[src/rtl/if_fetch_pkg.sv]
// if_fetch_pkg -- shared definitions for the instruction fetch stage.
// Holds the fetch FSM state encoding, the NOP word driven on an empty output
// slot, the instruction width and the program-counter increment helper.
package if_fetch_pkg;

    localparam int unsigned INSTR_W = 32;
    localparam logic [INSTR_W-1:0] NOP_WORD = 32'h0000_0000;
    localparam logic [31:0] PC_STEP = 32'd4;

    typedef enum logic [1:0] {
        ST_IDLE  = 2'd0,
        ST_FETCH = 2'd1,
        ST_SKID  = 2'd2,
        ST_DROP  = 2'd3
    } fetch_state_e;

    // Sequential fetch address; wraps naturally modulo 2^32.
    function automatic logic [31:0] pc_incr(input logic [31:0] pc);
        return pc + PC_STEP;
    endfunction

endpackage

[src/rtl/if_skid_buf.sv]
// if_skid_buf -- one-entry skid register for the fetch stage.
// Captures a memory response that arrived while the output slot was full and
// stalled, and hands it back once decode drains the slot.
// Ports:
//   clk_i, rst_i        clock, asynchronous active-low reset
//   load_i              capture instr_i/pc_i
//   clear_i             empty the entry (has priority over load_i)
//   instr_i, pc_i       response word and its address
//   valid_o, instr_o, pc_o  stored entry
module if_skid_buf
    import if_fetch_pkg::*;
(
    input  logic               clk_i,
    input  logic               rst_i,
    input  logic               load_i,
    input  logic               clear_i,
    input  logic [INSTR_W-1:0] instr_i,
    input  logic [31:0]        pc_i,
    output logic               valid_o,
    output logic [INSTR_W-1:0] instr_o,
    output logic [31:0]        pc_o
);

    logic               valid_q;
    logic [INSTR_W-1:0] instr_q;
    logic [31:0]        pc_q;

    // Skid entry storage: clear wins so a redirect always empties it.
    always_ff @(posedge clk_i or negedge rst_i) begin
        if (!rst_i) begin
            valid_q <= 1'b0;
            instr_q <= NOP_WORD;
            pc_q    <= 32'h0000_0000;
        end else if (clear_i) begin
            valid_q <= 1'b0;
            instr_q <= NOP_WORD;
            pc_q    <= 32'h0000_0000;
        end else if (load_i) begin
            valid_q <= 1'b1;
            instr_q <= instr_i;
            pc_q    <= pc_i;
        end else begin
            valid_q <= valid_q;
            instr_q <= instr_q;
            pc_q    <= pc_q;
        end
    end

    assign valid_o = valid_q;
    assign instr_o = instr_q;
    assign pc_o    = pc_q;

endmodule

[src/rtl/if_fetch.sv]
// if_fetch -- instruction fetch stage with one-entry skid and redirect flush.
// Issues one request per cycle to a ready/valid instruction memory, delivers
// {instruction, pc} through a registered output slot, absorbs a single
// response during a decode stall, and discards in-flight responses after a
// branch/jump redirect.
// Optional feature: define IF_FETCH_PERF_CNT_EN to add fetch_cnt_o and
// drop_cnt_o performance counters.
// Ports:
//   clk_i, rst_i                    clock, asynchronous active-low reset
//   stall_i                         decode does not consume the slot this cycle
//   redirect_i, redirect_pc_i       flush and refetch from redirect_pc_i
//   imem_req_o, imem_addr_o         memory request (address held until ready)
//   imem_ready_i, imem_rdata_i      memory response
//   instruction_o, pc_o, valid_o    output slot (zeros when valid_o is low)
//   fetch_cnt_o, drop_cnt_o         consumed / discarded counts (optional)
module if_fetch
    import if_fetch_pkg::*;
#(
    parameter logic [31:0] RESET_PC = 32'h0000_0000
)
(
    input  logic               clk_i,
    input  logic               rst_i,
    input  logic               stall_i,
    input  logic               redirect_i,
    input  logic [31:0]        redirect_pc_i,
    output logic               imem_req_o,
    output logic [31:0]        imem_addr_o,
    input  logic               imem_ready_i,
    input  logic [INSTR_W-1:0] imem_rdata_i,
    output logic [INSTR_W-1:0] instruction_o,
    output logic [31:0]        pc_o,
    output logic               valid_o
`ifdef IF_FETCH_PERF_CNT_EN
    ,
    output logic [31:0]        fetch_cnt_o,
    output logic [31:0]        drop_cnt_o
`endif
);

    fetch_state_e       state_q, state_d;
    logic [31:0]        pc_q, pc_d;       // next address to fetch
    logic [31:0]        addr_q, addr_d;   // address of the current request
    logic               valid_q, valid_d;
    logic [INSTR_W-1:0] instr_q, instr_d;
    logic [31:0]        opc_q, opc_d;     // pc of the word in the slot

    logic               skid_load_s;
    logic               skid_clear_s;
    logic               skid_valid_s;
    logic [INSTR_W-1:0] skid_instr_s;
    logic [31:0]        skid_pc_s;

    if_skid_buf u_skid (
        .clk_i   (clk_i),
        .rst_i   (rst_i),
        .load_i  (skid_load_s),
        .clear_i (skid_clear_s),
        .instr_i (imem_rdata_i),
        .pc_i    (addr_q),
        .valid_o (skid_valid_s),
        .instr_o (skid_instr_s),
        .pc_o    (skid_pc_s)
    );

    // A request is outstanding in FETCH and, after a redirect, in DROP.
    assign imem_req_o  = (state_q == ST_FETCH) || (state_q == ST_DROP);
    assign imem_addr_o = addr_q;

    // Next-state, fetch address and output-slot logic.
    always_comb begin
        state_d      = state_q;
        pc_d         = pc_q;
        addr_d       = addr_q;
        skid_load_s  = 1'b0;
        skid_clear_s = 1'b0;
        // A slot decode takes this cycle empties unless refilled below.
        if (!stall_i) begin
            valid_d = 1'b0;
            instr_d = NOP_WORD;
            opc_d   = 32'h0000_0000;
        end else begin
            valid_d = valid_q;
            instr_d = instr_q;
            opc_d   = opc_q;
        end

        if (redirect_i) begin
            valid_d      = 1'b0;
            instr_d      = NOP_WORD;
            opc_d        = 32'h0000_0000;
            skid_clear_s = 1'b1;
            pc_d         = redirect_pc_i;
            // An unanswered request must still be completed by memory, so
            // the address is held and its response swallowed in DROP.
            if (imem_req_o && !imem_ready_i) begin
                state_d = ST_DROP;
                addr_d  = addr_q;
            end else begin
                state_d = ST_FETCH;
                addr_d  = redirect_pc_i;
            end
        end else begin
            case (state_q)
                ST_IDLE: begin
                    state_d = ST_FETCH;
                    addr_d  = pc_q;
                end
                ST_FETCH: begin
                    if (imem_ready_i) begin
                        pc_d = pc_incr(pc_q);
                        if (valid_q && stall_i) begin
                            skid_load_s = 1'b1;
                            state_d     = ST_SKID;
                        end else begin
                            valid_d = 1'b1;
                            instr_d = imem_rdata_i;
                            opc_d   = addr_q;
                            addr_d  = pc_incr(pc_q);
                        end
                    end else begin
                        state_d = ST_FETCH;
                    end
                end
                ST_SKID: begin
                    if (!stall_i) begin
                        valid_d      = skid_valid_s;
                        instr_d      = skid_instr_s;
                        opc_d        = skid_pc_s;
                        skid_clear_s = 1'b1;
                        state_d      = ST_FETCH;
                        addr_d       = pc_q;
                    end else begin
                        state_d = ST_SKID;
                    end
                end
                ST_DROP: begin
                    if (imem_ready_i) begin
                        state_d = ST_FETCH;
                        addr_d  = pc_q;
                    end else begin
                        state_d = ST_DROP;
                    end
                end
                default: begin
                    state_d = ST_IDLE;
                    addr_d  = pc_q;
                end
            endcase
        end
    end

    // State, address and output-slot registers.
    always_ff @(posedge clk_i or negedge rst_i) begin
        if (!rst_i) begin
            state_q <= ST_IDLE;
            pc_q    <= RESET_PC;
            addr_q  <= RESET_PC;
            valid_q <= 1'b0;
            instr_q <= NOP_WORD;
            opc_q   <= 32'h0000_0000;
        end else begin
            state_q <= state_d;
            pc_q    <= pc_d;
            addr_q  <= addr_d;
            valid_q <= valid_d;
            instr_q <= instr_d;
            opc_q   <= opc_d;
        end
    end

    assign valid_o       = valid_q;
    assign instruction_o = instr_q;
    assign pc_o          = opc_q;

`ifdef IF_FETCH_PERF_CNT_EN
    logic [31:0] fetch_cnt_q;
    logic [31:0] drop_cnt_q;
    logic        consume_s;
    logic        drop_s;

    // A slot flushed by a redirect is not counted as consumed.
    assign consume_s = valid_q && !stall_i && !redirect_i;
    assign drop_s    = imem_ready_i &&
                       ((state_q == ST_DROP) || ((state_q == ST_FETCH) && redirect_i));

    // Wrapping performance counters.
    always_ff @(posedge clk_i or negedge rst_i) begin
        if (!rst_i) begin
            fetch_cnt_q <= 32'h0000_0000;
            drop_cnt_q  <= 32'h0000_0000;
        end else begin
            if (consume_s) begin
                fetch_cnt_q <= fetch_cnt_q + 32'd1;
            end else begin
                fetch_cnt_q <= fetch_cnt_q;
            end
            if (drop_s) begin
                drop_cnt_q <= drop_cnt_q + 32'd1;
            end else begin
                drop_cnt_q <= drop_cnt_q;
            end
        end
    end

    assign fetch_cnt_o = fetch_cnt_q;
    assign drop_cnt_o  = drop_cnt_q;
`endif

endmodule

[config.mk]
export PLATFORM = sky130hd
export DESIGN_NAME = if_fetch
export DESIGN_NICKNAME = d
export VERILOG_FILES = /design/src/rtl/if_fetch_pkg.sv /design/src/rtl/if_skid_buf.sv /design/src/rtl/if_fetch.sv
export SDC_FILE = /design/constraint.sdc
export NUM_CORES = 1
export LEC_CHECK = 0
export BUFFER_PORTS_ARGS = -buffer_cell sky130_fd_sc_hd__buf_4
export CAP_MARGIN = 20
export CORE_MARGIN = 5
export CORE_UTILIZATION = 40
export CTS_CLUSTER_SIZE = 20
export DETAILED_ROUTE_END_ITERATION = 8
export PLACE_DENSITY = 0.71
export SETUP_SLACK_MARGIN = 0.5
export SLEW_MARGIN = 15
export SYNTH_ARGS = -nofsm -noshare
export SYNTH_HDL_FRONTEND = slang
export SYNTH_HIERARCHICAL = 1
export SYNTH_SLANG_ARGS = --single-unit
[constraint.sdc]
create_clock -name clk_i -period 6.9 [get_ports clk_i]
set_input_delay 1.38 -clock clk_i [delete_from_list [all_inputs] [get_ports clk_i]]
set_output_delay 1.38 -clock clk_i [all_outputs]
set_load 0.05 [all_outputs]
# == Yosys cells after proc, flatten, opt, wreduce, memory -nomap -nowiden ==
# Index checks and enable logic that the tools add are counted.
# Widths: inputs -> output; s select.
# op_classes
addsub,1
n_eq_ne,9
n_mux,48
reduce_logical,10
# ops
cell,n
$mux 32,23
$pmux 32 s2,2
$pmux 32 s4,1
$add 32x3->32 const B,1
$mux 1,14
$mux 2,6
$ne 3x3->1 const B,4
$pmux 2 s4,1
$reduce_bool 2->1,3
$reduce_and 5->1,1
$eq 2x2->1 const B,2
$ne 4x3->1 const B,1
$eq 2x1->1 const B,1
$logic_and 1x1->1,2
$logic_not 2->1,1
$ne 2x2->1 const B,1
$pmux 1 s2,1
$reduce_and 2->1,1
$logic_not 1->1,1
$logic_or 1x1->1,1
# totals
ff_bits,196

# == Logic depth before layout (Yosys ltp) ==
# depth
depth_word,7
depth_mapped,9
ltp_nobuf,7

# == Cells and area by module ==
# Netlist, hierarchy kept.
# by_module_without_submodules
module,instances,cells_per_inst,area_per_inst_um2
if_fetch,1,763,7179.4
if_skid_buf,1,209,2636.3

# == Least setup slack after synthesis ==
# No wires, ideal clock.
# synth_path
path_type,input -> register
start,in redirect_i
end,"reg u_skid.pc_q[10], in the netlist u_skid/pc_o[10]"
setup_ns,0.132
arrival_ns,2.832
t_required_ns,6.768
slack_ns,3.936
cell_stages,8
n_path_buf,5
path_cell_list,clkbuf_1 -> clkbuf_1 -> clkbuf_1 -> nor3_1 -> buf_6 -> buf_8 -> mux2i_1 -> nor2_1
# synth_via
elab_chain_len,2
elab_cells_between_ends,4
# synth_rtl
element,line,text
start: declaration,if_fetch.sv:25,"input logic redirect_i,"
$mux 1,if_fetch.sv:88,if (redirect_i) begin
via skid_load_s,if_fetch.sv:48,logic skid_load_s;
$reduce_bool 2->1 (no line),-,
end signal: assignment,if_skid_buf.sv:41,pc_q <= pc_i;
end signal: assignment,if_skid_buf.sv:45,pc_q <= pc_q;
end: declaration,if_skid_buf.sv:26,logic [31:0] pc_q;
# The timed path passes the listed nets, and every way through them passes these cells.
# A chain may end at the register's enable or synchronous reset.

# == Worst setup path in the final report ==
# layout_path
start,reg state_q[1]
end,out imem_req_o
# layout_via
elab_chain_len,2
elab_cells_between_ends,3
# layout_rtl
element,line,text
start: declaration,if_fetch.sv:41,"fetch_state_e state_q, state_d;"
start signal: assignment,if_fetch.sv:163,state_q <= state_d;
$eq 2x1->1 or $eq 2x2->1 (tied branches),if_fetch.sv:67,assign imem_req_o = (state_q == ST_FETCH) || (state_q == ST_DROP);
$logic_or 1x1->1 *,if_fetch.sv:67,
end: declaration,if_fetch.sv:27,"output logic imem_req_o,"
# Every way passes the cells marked *; elsewhere a longest branch is shown, timed or not.

==> out/results.tsv <==
stage	metric	value	unit
critical_path	worst-path fanout max	22	
cts	Root Buffer Master	clkbuf_16	
critical_path	Worst EP required	5.52	ns
route	Routed Antenna Nets	0	
critical_path	CP max-delay cell	dfrtp_1	
yosys	Async S/R FF share, synth	100	%
finish	Non-Filler Cell Area, Final	11800	um^2
finish	Nets	1160	
cts	Skew-Pair Late Insertion Delay	0.43	ns
yosys	Synth top cells by count	dfrtp_1, nor2_1, mux2i_1	
die	die area	27800	um^2
route	vias	8040	
yosys	top_reg_cell synth	dfrtp_1	
critical_path	crit-path cells	inv_1 -> ha_1 -> buf_4 -> or2_2 -> buf_4	
sta	Worst slew margin	21.5	%
yosys	Syn Std Cell Area	9820	um^2
placement	gpl congestion	0.903	
sta	RSZ-0062 raised after global routing	false	
yosys	count of cell types in the netlist	60	
cts	CTS tree	yes	
route	post-DR wirelength/cell	19.7	um
critical_path	most used cell, CP	buf_4	
route	routed wire length	28100	um
finish	layout cells sized above 1	21.7	%
yosys	Synth Warn #	6	
sta	clock period minus worst slack	3.25	ns
route	detailed-router iteration count before antenna repair	5	
sta	Setup violations, final	0	
cts	Gates resized, CTS repair	0	
cts	cts hold-fix bufs	0	
yosys	syn avg cell area	10.1	um^2
finish	Area growth syn-to-layout	20.5	%
critical_path	Critical Path AT	1.87	ns
yosys	Seq/Total Area, Yosys	50.0	%
yosys	Mapped Cells	972	
finish	Fill cells	2295	
critical_path	WS Path Type	reg -> out	
finish	n_diodes	0	
finish	register area	4900	um^2
finish	Multi-input gate area	4520	um^2
sta	Max Slew Vio Count	0	
run	MaxCap Viol Count	0	
yosys	main combinational cell family by area after synthesis	compound AO/OA/AOI/OAI gates	
cts	clk buf depth	2	
yosys	most common cell in the synthesized netlist	dfrtp_1	
power	peak supply drop	0.284	mV
global_route	vias in the first global route	8091	
die	Rows	57	
placement	dpl cell area	11200	um^2
yosys	Synth Area in Simple Gates	15.1	%
global_route	largest net degree at the start of global routing	86	
yosys	most area-hungry cell type in the Yosys netlist	dfrtp_1	
global_route	first-pass GRT wire length	45500	um
route	1st-iter DRT viols	762	
die	Initial Util	40.5	%
yosys	number of flops mapped to enable cells by yosys	0	
yosys	Synth Net Count	1046	
route	vias per cell	5.65	
placement	port bufs	166	
power	Leak Pwr	0.00515	uW
global_route	initial antenna violation count	0	
die	Core Footprint	24200	um^2
global_route	GRT Total Usage	19.9	%
yosys	Synth Area in XOR/XNOR	4.19	%
cts	CTS sink count	196	
sta	Worst Clk Skew	0.0141	ns
die	Ports	167	
critical_path	Crit path buffers/inverters	3	
yosys	Compound-Gate Fraction of Synth Area	17.0	%
sta	Max Fclk	308	MHz
sta	final setup TNS	0	ns
critical_path	peak per-stage delay on the critical path	0.37	ns
yosys	Synth Register Bits	196	
yosys	Yosys top cell area share	50.0	%
cts	CTS Buf Count	17	
yosys	Synth area leaders	dfrtp_1, mux2i_1, nor2_1	
route	drc violations	0	
power	power per cell area	389	nW/um^2
global_route	grt ovf	0	
die	Die Width	167	um
sta	Hold Violations, Final	0	
yosys	post-synthesis adder-cell area fraction	0.637	%
critical_path	startpoint class of the critical path	flip-flop	
yosys	multiplexer area fraction after synthesis	8.64	%
sta	Final period util	47.1	%
cts	Post-CTS Setup Repair Bufs	0	
cts	H-tree level count	4	
die	Die Y-Extent	167	um
placement	post-DP HPWL	18700	um
hold_path	HP Class	reg -> reg	
status	status	finished clean	
critical_path	CP top delay family	buffers and inverters	
critical_path	Critical Path End Type	output pin	
sta	Least-Margin Pin Slew	1.18	ns
cts	Clk pin slew, worst setup/hold paths	0.08	ns
[per-stage QoR]
step	hold WS (ns)	setup slack, ns	util, %	total power (uW)	cells
after detailed placement	0.489	3.25	46.3	3600	1391
after global placement	0.477	3.31	46.3	3560	1391
after floorplan	0.460	3.94	-	2910	972
after CTS	0.506	3.63	48.8	4620	1423
after global routing	0.529	3.49	48.8	4830	1423
final	0.506	3.65	48.8	4600	1423
[sequential cells by signal, summed over array words and instances (netlist names)]
register / flops
imem_addr_o: 32
instruction_o: 32
pc_o: 32
pc_q: 32
state_q: 2
u_skid/instr_o: 32
u_skid/pc_o: 32
u_skid/valid_o: 1
valid_o: 1
[worst reg2reg max path, delay by kind of cell (launching register included)]
family	cells	cell delay, ns
fa+ha+maj	1	0.16
flops	1	0.40
simple gates	2	0.56
buf+inv	3	1.00
compound gates	3	0.97
[placed cells by master, fill, tap and decap left out, drive strengths merged, types with 4 or more instances in the layout]
master	instances
dfrtp	196
buf	179
nor2	155
mux2i	69
a22oi	65
a22o	64
nand2	61
o21ai	34
nand3	27
xor2	25
xnor2	22
clkbuf	21
nand4	19
nor3	15
mux2	14
a21oi	14
inv	12
nor4	10
a31oi	8
o211ai	6
and4	6
and3	6
nand2b	5
nor2b	5
or4	5
ha	5
clkinv	5
a21boi	5
and2	4
o221ai	4
a41oi	4
[cell families (layout without fill, tap and decap cells)]
| kind of cell | count (synthesis) | in the layout |
|---|---|---|
| muxes | 83 | 83 |
| adders and majority gates | 5 | 5 |
| AOI/OAI and AO/OA | 225 | 225 |
| buffers and inverters | 93 | 220 |
| and+or+nand+nor | 323 | 323 |
| xor gates and xnor gates | 47 | 47 |
| DFF | 196 | 196 |
[area by class of cell]
type,count,area share [%]
Sequential cell,196,41.5
Tap cell,324,3.43
Timing Repair Buffer,180,11.5
Clock inverter,12,1.23
Inverter,8,0.254
Clock buffer,20,3.86
Multi-Input combinational cell,683,38.3
[power by group]
part	internal, uW	total [uW]	switching (uW)
Combinational	589	1960	1370
Clock	563	1020	458
Sequential	1340	1620	275
[final timing paths]
kind,endpoint,start,slack [ns],cells past startpoint
max,imem_req_o,state_q[1],3.65,5
min,pc_q[1],pc_q[1],0.51,1
max reg2reg,instruction_o[29],state_q[1],3.72,9
min reg2reg,pc_q[1],pc_q[1],0.51,1
max in group asynchronous,pc_o[9],rst_i,4.66,2
min in group asynchronous,u_skid/instr_o[24],rst_i,1.00,1
[metal layers]
metal | wire length [um] | share of wire [%] | track usage, % | vias up
met2 | 13100 | 47 | 31.6 | 250
met4 | 456 | 1.6 | 4.73 | 0
li1 | - | - | - | 3735
met1 | 13000 | 46 | 28.4 | 4030
met5 | 0 | 0 | 0 | -
met3 | 1560 | 5.6 | 4.15 | 25
Note: power is estimated with default switching activity, not from simulation.
